==> src/rtl/branch_predictor_pkg.sv <==
// Shared definitions for the branch predictor: PC width, 2-bit counter
// encodings and a saturating event-counter increment.
package branch_predictor_pkg;

  localparam int PC_W  = 13;
  localparam int CNT_W = 16;

  typedef enum logic [1:0] {
    SC_SNT = 2'b00,
    SC_WNT = 2'b01,
    SC_WT  = 2'b10,
    SC_ST  = 2'b11
  } sat_ctr_e;

  function automatic logic [CNT_W-1:0] sat_inc(input logic [CNT_W-1:0] v);
    return (v == {CNT_W{1'b1}}) ? v : v + {{(CNT_W-1){1'b0}}, 1'b1};
  endfunction

endpackage

==> src/rtl/branch_predictor_sat_ctr2.sv <==
// 2-bit saturating direction counter: one step toward strong-taken or
// strong-not-taken depending on the resolved outcome.
module sat_ctr2
  import branch_predictor_pkg::*;
(
  input  logic [1:0] ctr_i,
  input  logic       taken_i,
  output logic [1:0] ctr_o
);

  always_comb begin
    // NOTE: every always_comb output gets a default first so no path leaves it unassigned (no latch).
    ctr_o = ctr_i;
    if (taken_i) begin
      if (ctr_i != SC_ST) ctr_o = ctr_i + 2'd1;
    end else begin
      if (ctr_i != SC_SNT) ctr_o = ctr_i - 2'd1;
    end
  end

endmodule

==> src/rtl/branch_predictor.sv <==
// Direct-mapped BTB with 2-bit direction counters, combinational lookup,
// registered update from the execute stage, and hit/mispredict statistics.
module branch_predictor
  import branch_predictor_pkg::*;
#(
  parameter int ENTRIES = 64,
  parameter int IDX_W   = 6
) (
  input  logic             CLK,
  input  logic             NRST,
  input  logic [PC_W-1:0]  pc,
  output logic [PC_W-1:0]  prepc,
  output logic             hit_predict,
  output logic [1:0]       state,
  input  logic             upd_valid,
  input  logic [PC_W-1:0]  upd_pc,
  input  logic             upd_taken,
  input  logic [PC_W-1:0]  upd_target,
  output logic [CNT_W-1:0] hit_cnt,
  output logic [CNT_W-1:0] miss_cnt
);

  localparam int TAG_W = PC_W - IDX_W;

  logic [ENTRIES-1:0]      valid_q, valid_d;
  logic [ENTRIES-1:0][1:0] ctr_q, ctr_d;
  logic [TAG_W-1:0]        tag_q [ENTRIES];
  logic [PC_W-1:0]         tgt_q [ENTRIES];
  logic [CNT_W-1:0]        hit_cnt_q, hit_cnt_d;
  logic [CNT_W-1:0]        miss_cnt_q, miss_cnt_d;

  logic [IDX_W-1:0] lk_idx, upd_idx;
  logic [TAG_W-1:0] lk_tag, upd_tag;
  logic             lk_hit, upd_hit;
  logic [1:0]       upd_ctr, upd_ctr_nxt;
  logic [PC_W-1:0]  upd_tgt;
  logic             mispredict;

  // Fetch-side lookup reads only registered state, so a same-cycle update is invisible.
  assign lk_idx      = pc[IDX_W-1:0];
  assign lk_tag      = pc[PC_W-1:IDX_W];
  assign lk_hit      = valid_q[lk_idx] && (tag_q[lk_idx] == lk_tag);
  assign hit_predict = lk_hit;
  assign prepc       = lk_hit ? tgt_q[lk_idx] : '0;
  assign state       = lk_hit ? ctr_q[lk_idx] : SC_SNT;

  assign upd_idx = upd_pc[IDX_W-1:0];
  assign upd_tag = upd_pc[PC_W-1:IDX_W];
  assign upd_hit = valid_q[upd_idx] && (tag_q[upd_idx] == upd_tag);
  assign upd_ctr = ctr_q[upd_idx];
  assign upd_tgt = tgt_q[upd_idx];

  // A miss implicitly predicted not-taken; a taken hit also needs the right target.
  assign mispredict = ((upd_hit & upd_ctr[1]) != upd_taken) ||
                      (upd_hit && upd_taken && (upd_tgt != upd_target));

  sat_ctr2 u_sat_ctr2 (
    .ctr_i   (upd_ctr),
    .taken_i (upd_taken),
    .ctr_o   (upd_ctr_nxt)
  );

  always_comb begin
    valid_d    = valid_q;
    ctr_d      = ctr_q;
    hit_cnt_d  = hit_cnt_q;
    miss_cnt_d = miss_cnt_q;
    if (upd_valid) begin
      if (upd_hit) begin
        ctr_d[upd_idx] = upd_ctr_nxt;
        hit_cnt_d      = sat_inc(hit_cnt_q);
      end else if (upd_taken) begin
        valid_d[upd_idx] = 1'b1;
        ctr_d[upd_idx]   = SC_WT;
      end
      if (mispredict) miss_cnt_d = sat_inc(miss_cnt_q);
    end
  end

  // NOTE: sequential state uses non-blocking assignments so every flop samples pre-edge values.
  always_ff @(posedge CLK or negedge NRST) begin
    if (!NRST) begin
      valid_q    <= '0;
      ctr_q      <= '0;
      hit_cnt_q  <= '0;
      miss_cnt_q <= '0;
    end else begin
      valid_q    <= valid_d;
      ctr_q      <= ctr_d;
      hit_cnt_q  <= hit_cnt_d;
      miss_cnt_q <= miss_cnt_d;
    end
  end

  // NOTE: tag/target arrays carry no reset; the valid bits gate every use of them.
  always_ff @(posedge CLK) begin
    if (upd_valid && upd_taken) begin
      tag_q[upd_idx] <= upd_tag;
      tgt_q[upd_idx] <= upd_target;
    end
  end

  assign hit_cnt  = hit_cnt_q;
  assign miss_cnt = miss_cnt_q;

endmodule
==> config.mk <==
export PLATFORM = sky130hd
export DESIGN_NAME = branch_predictor
export DESIGN_NICKNAME = d
export VERILOG_FILES = /design/src/rtl/branch_predictor_pkg.sv /design/src/rtl/branch_predictor_sat_ctr2.sv /design/src/rtl/branch_predictor.sv
export SDC_FILE = /design/constraint.sdc
export NUM_CORES = 2
export LEC_CHECK = 0
export CAP_MARGIN = 20
export CORE_UTILIZATION = 57
export CTS_CLUSTER_SIZE = 8
export DETAILED_ROUTE_END_ITERATION = 10
export HOLD_SLACK_MARGIN = 0.12
export MAX_ROUTING_LAYER = met4
export PLACE_DENSITY_LB_ADDON = 0.15
export SYNTH_ARGS = -nofsm -noshare
export SYNTH_HDL_FRONTEND = slang
export SYNTH_SLANG_ARGS = --single-unit
==> constraint.sdc <==
create_clock -name CLK -period 6.92 [get_ports CLK]
set_input_delay 1.73 -clock CLK [delete_from_list [all_inputs] [get_ports CLK]]
set_output_delay 1.73 -clock CLK [all_outputs]
set_load 0.01 [all_outputs]
Word-level counts from Yosys, hierarchy flattened:

Memories as Yosys holds them, arrays and structs flattened.
Cells that the tools add are included.

* memory bits (writable): 1280
* memories kept: 2
* output and inout bits: 48
* flip-flop bits (word level): 224
* input port bits: 43
* logic and storage cells: 126

Memory list
* tgt_q: depth 64, bits a word 13, read ports 2, clocked after Yosys merged registers in 0, wr ports 1, RTL line branch_predictor.sv:28 `logic [PC_W-1:0] tgt_q [ENTRIES];`
* tag_q: depth 64, bits a word 7, read ports 2, clocked after Yosys merged registers in 0, wr ports 1, RTL line branch_predictor.sv:27 `logic [TAG_W-1:0] tag_q [ENTRIES];`

* mux-type cells: 22
* bitwise logic cells: 8
* equality and inequality tests: 7
* reduce and logical (&&, ||, !) cells: 13
* add/subtract/negate cells: 4
* order comparisons: 3

Operators with widths (count)
* $mux W128: 2
* $bwmux W128: 1
* $or A64 B64 Y64: 2
* $and A64 B64 Y64: 1
* $not A64 Y64: 1
* $add A16 B1 Y16 const B: 2
* $eq A16 B16 Y1 const B: 2
* $bmux W2 S6: 2
* $eq A7 B7 Y1: 2
* $lt A6 B7 Y1 const B: 2
* $mux W2: 7
* $mux W13: 1
* $ne A13 B13 Y1: 1
* $bmux W1 S6: 2
* $demux W2 S6: 1
* $reduce_and A3 Y1: 3
* $demux W1 S6: 1
* $ge A6 B1 Y1 const B: 1
* $logic_and A1 B1 Y1: 6
* $mux W1: 5
* $reduce_bool A2 Y1: 2
* $not A1 Y1: 3
* $add A2 B1 Y2 const B: 1
* $ne A2 B2 Y1 const B: 1
* 5 further kinds: 5

Depth between registers and ports, before layout:

* depth in word-level cells: 8
* depth in mapped cells: 18

Cells and area by module:

From an unflattened synthesis, not the netlist that was laid out.

* cells, all modules: 4240
* area, all modules: 72399.4 um^2

Modules (own cells, without submodules)
* branch_predictor: cells an instance 4237, area each 72373.2 um^2, seq. area each 44042.2 um^2, times used 1
* sat_ctr2: cells an instance 3, area each 26.3 um^2, seq. area each 0.0 um^2, times used 1

Worst setup path after synthesis:

Ideal clock, no wire load.

* path type: input to output
* from: input pc[0]
* to: output prepc[0]
* buffers on the path: 6
* data arrival time: 5.227 ns
* stages: 10
* slack: -0.037 ns
* data required time: 5.190 ns
* path through: clkbuf_1 -> buf_2 -> buf_2 -> buf_2 -> clkbuf_1 -> buf_1 -> mux4_2 -> mux4_2 -> mux4_2 -> and2_1

* word-level cells in the longest chain between the ends: 4
* elaborated cells on any way between the ends: 7
* classes of those cells: eq/ne: 1; mux: 3; reduce/logical: 1; memory: 2

RTL lines
* start, declared: RTL line branch_predictor.sv:11 `input logic [PC_W-1:0] pc,`
* $mem_v2 Z64 W7 / $bmux W1 S6 (equally long branches)
* $eq A7 B7 Y1 / $mux W1 (equally long branches): RTL line branch_predictor.sv:42 `assign lk_hit = valid_q[lk_idx] && (tag_q[lk_idx] == lk_tag);`
* $logic_and A1 B1 Y1: RTL line branch_predictor.sv:42
* $mux W13 *: RTL line branch_predictor.sv:44 `assign prepc = lk_hit ? tgt_q[lk_idx] : '0;`
* end, declared: RTL line branch_predictor.sv:12 `output logic [PC_W-1:0] prepc,`

Mark *: on every way between the ends. The rest lies on a longest branch, timed or not. The select of a mux whose other input is x is not followed.

Final worst setup path:

* from: input pc[0]
* to: output prepc[8]

Same word-level chain as after synthesis.

==> flow_metrics.env <==
export IMPL_setup_tns_ns=-0.575
export IMPL_max_slew_margin_rel=-0.127
export IMPL_postRouteAntennaNets=0
export IMPL_comb_power_share=0.099
export IMPL_crit_end="prepc[8]"
export IMPL_switchingPower_mw=5.06
export IMPL_synth_warnings=0
export IMPL_yosysSeqAreaShare=0.609
export IMPL_ioPinCount=91
export IMPL_arrival_ns=5.32
export IMPL_switching_share=0.237
export IMPL_num_rows=130
export IMPL_port_buffers=90
export IMPL_failed_checks="capacitance limit, slew limit, setup timing"
export IMPL_netlist_top_cells_area="edfxtp_1, mux4_2, dfrtp_1"
export IMPL_syn_area_sq_um=72300
export IMPL_clockBufferDepth=3
export IMPL_crit_buf_inv=10
export IMPL_layout_common_cells="edfxtp_1, mux4_2, buf_4"
export IMPL_remaining_drc_errors=0
export IMPL_crit_fanout=6
export IMPL_cts_tree="done"
export IMPL_cts_hold_buf=0
export IMPL_period_needed_ns=7.05
export IMPL_slowest_stage="mux4_2"
export IMPL_clk_pin_slew_ns=0.05
export IMPL_r2r_slack_ns=2.28
export IMPL_placeableCoreArea_sq_um=126000
export IMPL_worstSetupStartpointType="input port"
export IMPL_avgRoutedWirePerCell_microns=42.8
export IMPL_htree_num_levels=4
export IMPL_path_common_cell="buf_12"
export IMPL_layout_commonest_cell="edfxtp_1"
export IMPL_irDropWorstVdd_mv=0.219
export IMPL_syn_to_final_growth_pct=15.6
export IMPL_p_clk_frac=0.427
export IMPL_ys_ff_latch=1504
export IMPL_cts_root_buffer="clkbuf_16"
export IMPL_nNetsFinal=4526
export IMPL_layout_setup_ws_ns=-0.132
export IMPL_p_per_area_nw_per_um2=255
export IMPL_insertion_delay_ns=0.83
export IMPL_grt_pass1_wl_mm=367
export IMPL_die_y_microns=358
export IMPL_syn_area_per_cell_sq_um=17.3
export IMPL_crit_start="pc[0]"
export IMPL_reg2reg_from="tgt_q[28][5]"
export IMPL_gr_total_overflow=0
export IMPL_max_stage_delay_ns=0.52
export IMPL_num_vias=48950
export IMPL_status="finished, violations left"
export IMPL_grt_max_degree=112
export IMPL_yosysTopAreaCell="edfxtp_1"
export IMPL_fin_crit_sh=1.02
export IMPL_slew_violations=2
export IMPL_finalClockSkew_ns=0.0433
export IMPL_required_ns=5.19
export IMPL_synth_cells=4178
export IMPL_antenna_found_initial=18
export IMPL_timing_fmax_mhz=142
export IMPL_synthFlopType="edfxtp_1"
export IMPL_rr_endpoint="miss_cnt[1]"
export IMPL_utilization=0.665
export IMPL_p_int_mw=16.3
export IMPL_crit_path_end_kind="output port"
export IMPL_leakagePower_nw=29.0
export IMPL_reg2reg_depth=11
export IMPL_finalHoldViolations=0
export IMPL_async_flop_share=0.149
export IMPL_hpwl_mm=165
export IMPL_grt_pass1_vias=47712
export IMPL_dieWidth_microns=358
export IMPL_cts_buffers=206
export IMPL_routed_wl_mm=265
export IMPL_setup_viol=6
export IMPL_first_pass_iters=6
export IMPL_fill_cells=8413
export IMPL_synth_edf_count=1280
export IMPL_yosysTopAreaCellShare=0.531
export IMPL_viasPerCell=7.90
export IMPL_max_slew_worst_pin_slew_ns=1.65
export IMPL_cp_top_family="multiplexers"
export IMPL_cp_depth=17
export IMPL_cts_sinks=1504
export IMPL_rsz0062_at_grt="true"
export IMPL_drt_iter0_markers=8949
export IMPL_mappedNetlistNets=4223
export IMPL_critPathKind="in -> out"
export IMPL_grtUsageTotal=0.431
export IMPL_die_area_sq_um=128000
export IMPL_fin_hold_ws_ns=0.475
export IMPL_cap_violations=1
export IMPL_place_congestion=0.985
export IMPL_hold_path_class="reg -> reg"
export IMPL_drive_gt1_frac=0.343
export IMPL_yosysUniqueCellTypes=94
export IMPL_start_util=0.575
export IMPL_path_cells="buf_12, buf_12, buf_12, buf_12, mux4_2, mux4_2, mux4_2, xnor2_2, nand4_1, buf_4, nor4_4, buf_12, buf_16, buf_12, buf_6, and2_4, buf_6"
export IMPL_power_frac_seq=0.475
kinds of logic (layout without fill, tap and decap cells):
group | count (synthesis) | after routing | share of synthesized area
AOI/OAI and AO/OA | 680 | 680 | 0.0704
xor gates and xnor gates | 44 | 44 | 0.00533
adders and majority gates | 3 | 3 | 0.000484
buffers and inverters | 382 | 731 | 0.0272
DFF | 1504 | 1504 | 0.609
muxes | 1022 | 1022 | 0.247
other | 0 | 20 | 0
and+or+nand+nor | 543 | 543 | 0.0408
metrics by stage:
stage | cells | power (mW) | worst slack (ns) | area [sq um]
global route | 6193 | 21.8 | -0.196 | 83600
global placement | 5898 | 12.3 | -0.401 | 77500
detailed placement | 5898 | 12.3 | -0.355 | 77500
finish | 6197 | 21.4 | -0.132 | 83600
CTS | 6174 | 21.3 | -0.0914 | 83400
floorplan | 4178 | 11.5 | 0.172 | 72400
worst register-to-register path: stages, from the launching register on:
cell,delay (ns)
edfxtp_1,0.39
mux2i_1,0.15
o22ai_1,0.09
o31ai_1,0.44
nand4bb_1,0.26
or4_1,0.71
o2bb2ai_1,0.21
a2111oi_0,1.28
and4_1,0.44
buf_12,0.17
nor2_2,0.07
mux2_4,0.31
area by class of cell:
type / instances / area [sq um] / area share
sequential: 1504 / 44000 / 0.527
multi-input combinational: 2292 / 27000 / 0.323
clock buffer: 245 / 5410 / 0.0647
timing repair buffer: 459 / 4820 / 0.0576
tap: 1650 / 2060 / 0.0247
clock inverter: 9 / 166 / 0.00199
inverter: 18 / 71.3 / 0.000853
antenna: 20 / 50.0 / 0.000598
worst min path at each step:
stage | depth (start not counted) | endpoint | start | slack (ns)
global route | 1 | valid_q[61] | valid_q[61] | 0.49
CTS | 1 | valid_q[61] | valid_q[61] | 0.47
floorplan | 1 | valid_q[35] | valid_q[35] | 0.44
finish | 1 | valid_q[15] | valid_q[15] | 0.48
global placement | 1 | valid_q[43] | valid_q[43] | 0.45
detailed placement | 1 | valid_q[61] | valid_q[61] | 0.46
metal layers:
metal | wire [microns] | global-route usage
met1 | 90000 | 0.546
met4 | 19600 | 0.267
met5 | 0 | -
met2 | 113000 | 0.587
met3 | 42100 | 0.162
power by group through the flow:
stage / clock, mW / sequential, mW / combinational [mW]
6_report: 9.12 / 10.1 / 2.10
5_1_grt: 9.48 / 10.1 / 2.16
3_3_place_gp: 0 / 10.3 / 1.99
4_1_cts: 9.12 / 10.1 / 2.05
3_5_place_dp: 0 / 10.3 / 2.02
2_1_floorplan: 0 / 10.3 / 1.20
registers in the layout (all words and copies together), names as in the netlist:
register	flops
tgt_q	832
miss_cnt	16
valid_q	64
ctr_q	128
tag_q	448
hit_cnt	16
timing repair:
item / CTS / global route
gates resized for setup: 95 / 23
pin swaps: 4 / 2
setup endpoints to repair: 16 / 16
gates cloned: 2 / 0
setup buffers: 20 / 5
synthesized netlist by cell type, types with 11 or more instances:
master / number
nand2b_1: 35
mux4_2: 591
a21oi_1: 68
clkbuf_1: 161
and3b_1: 13
a221o_1: 30
o2bb2ai_1: 11
buf_4: 40
and3_1: 23
a211oi_1: 12
inv_1: 18
buf_2: 91
dfrtp_1: 224
buf_1: 36
o22a_1: 22
a22o_1: 28
nor4_1: 14
buf_6: 33
nor3b_1: 13
o22ai_1: 52
nor2_1: 102
a31oi_1: 24
nand2_1: 109
or3_1: 31
nand4_1: 12
nor3_1: 52
and2_1: 22
mux2_2: 185
mux2i_1: 244
o221ai_1: 14
nand3b_1: 11
a221oi_1: 100
xor2_1: 23
o21ai_0: 52
edfxtp_1: 1280
nand3_1: 50
a21o_1: 67
a22oi_1: 126
xnor2_1: 21
Power figures use the tool's default switching activity.
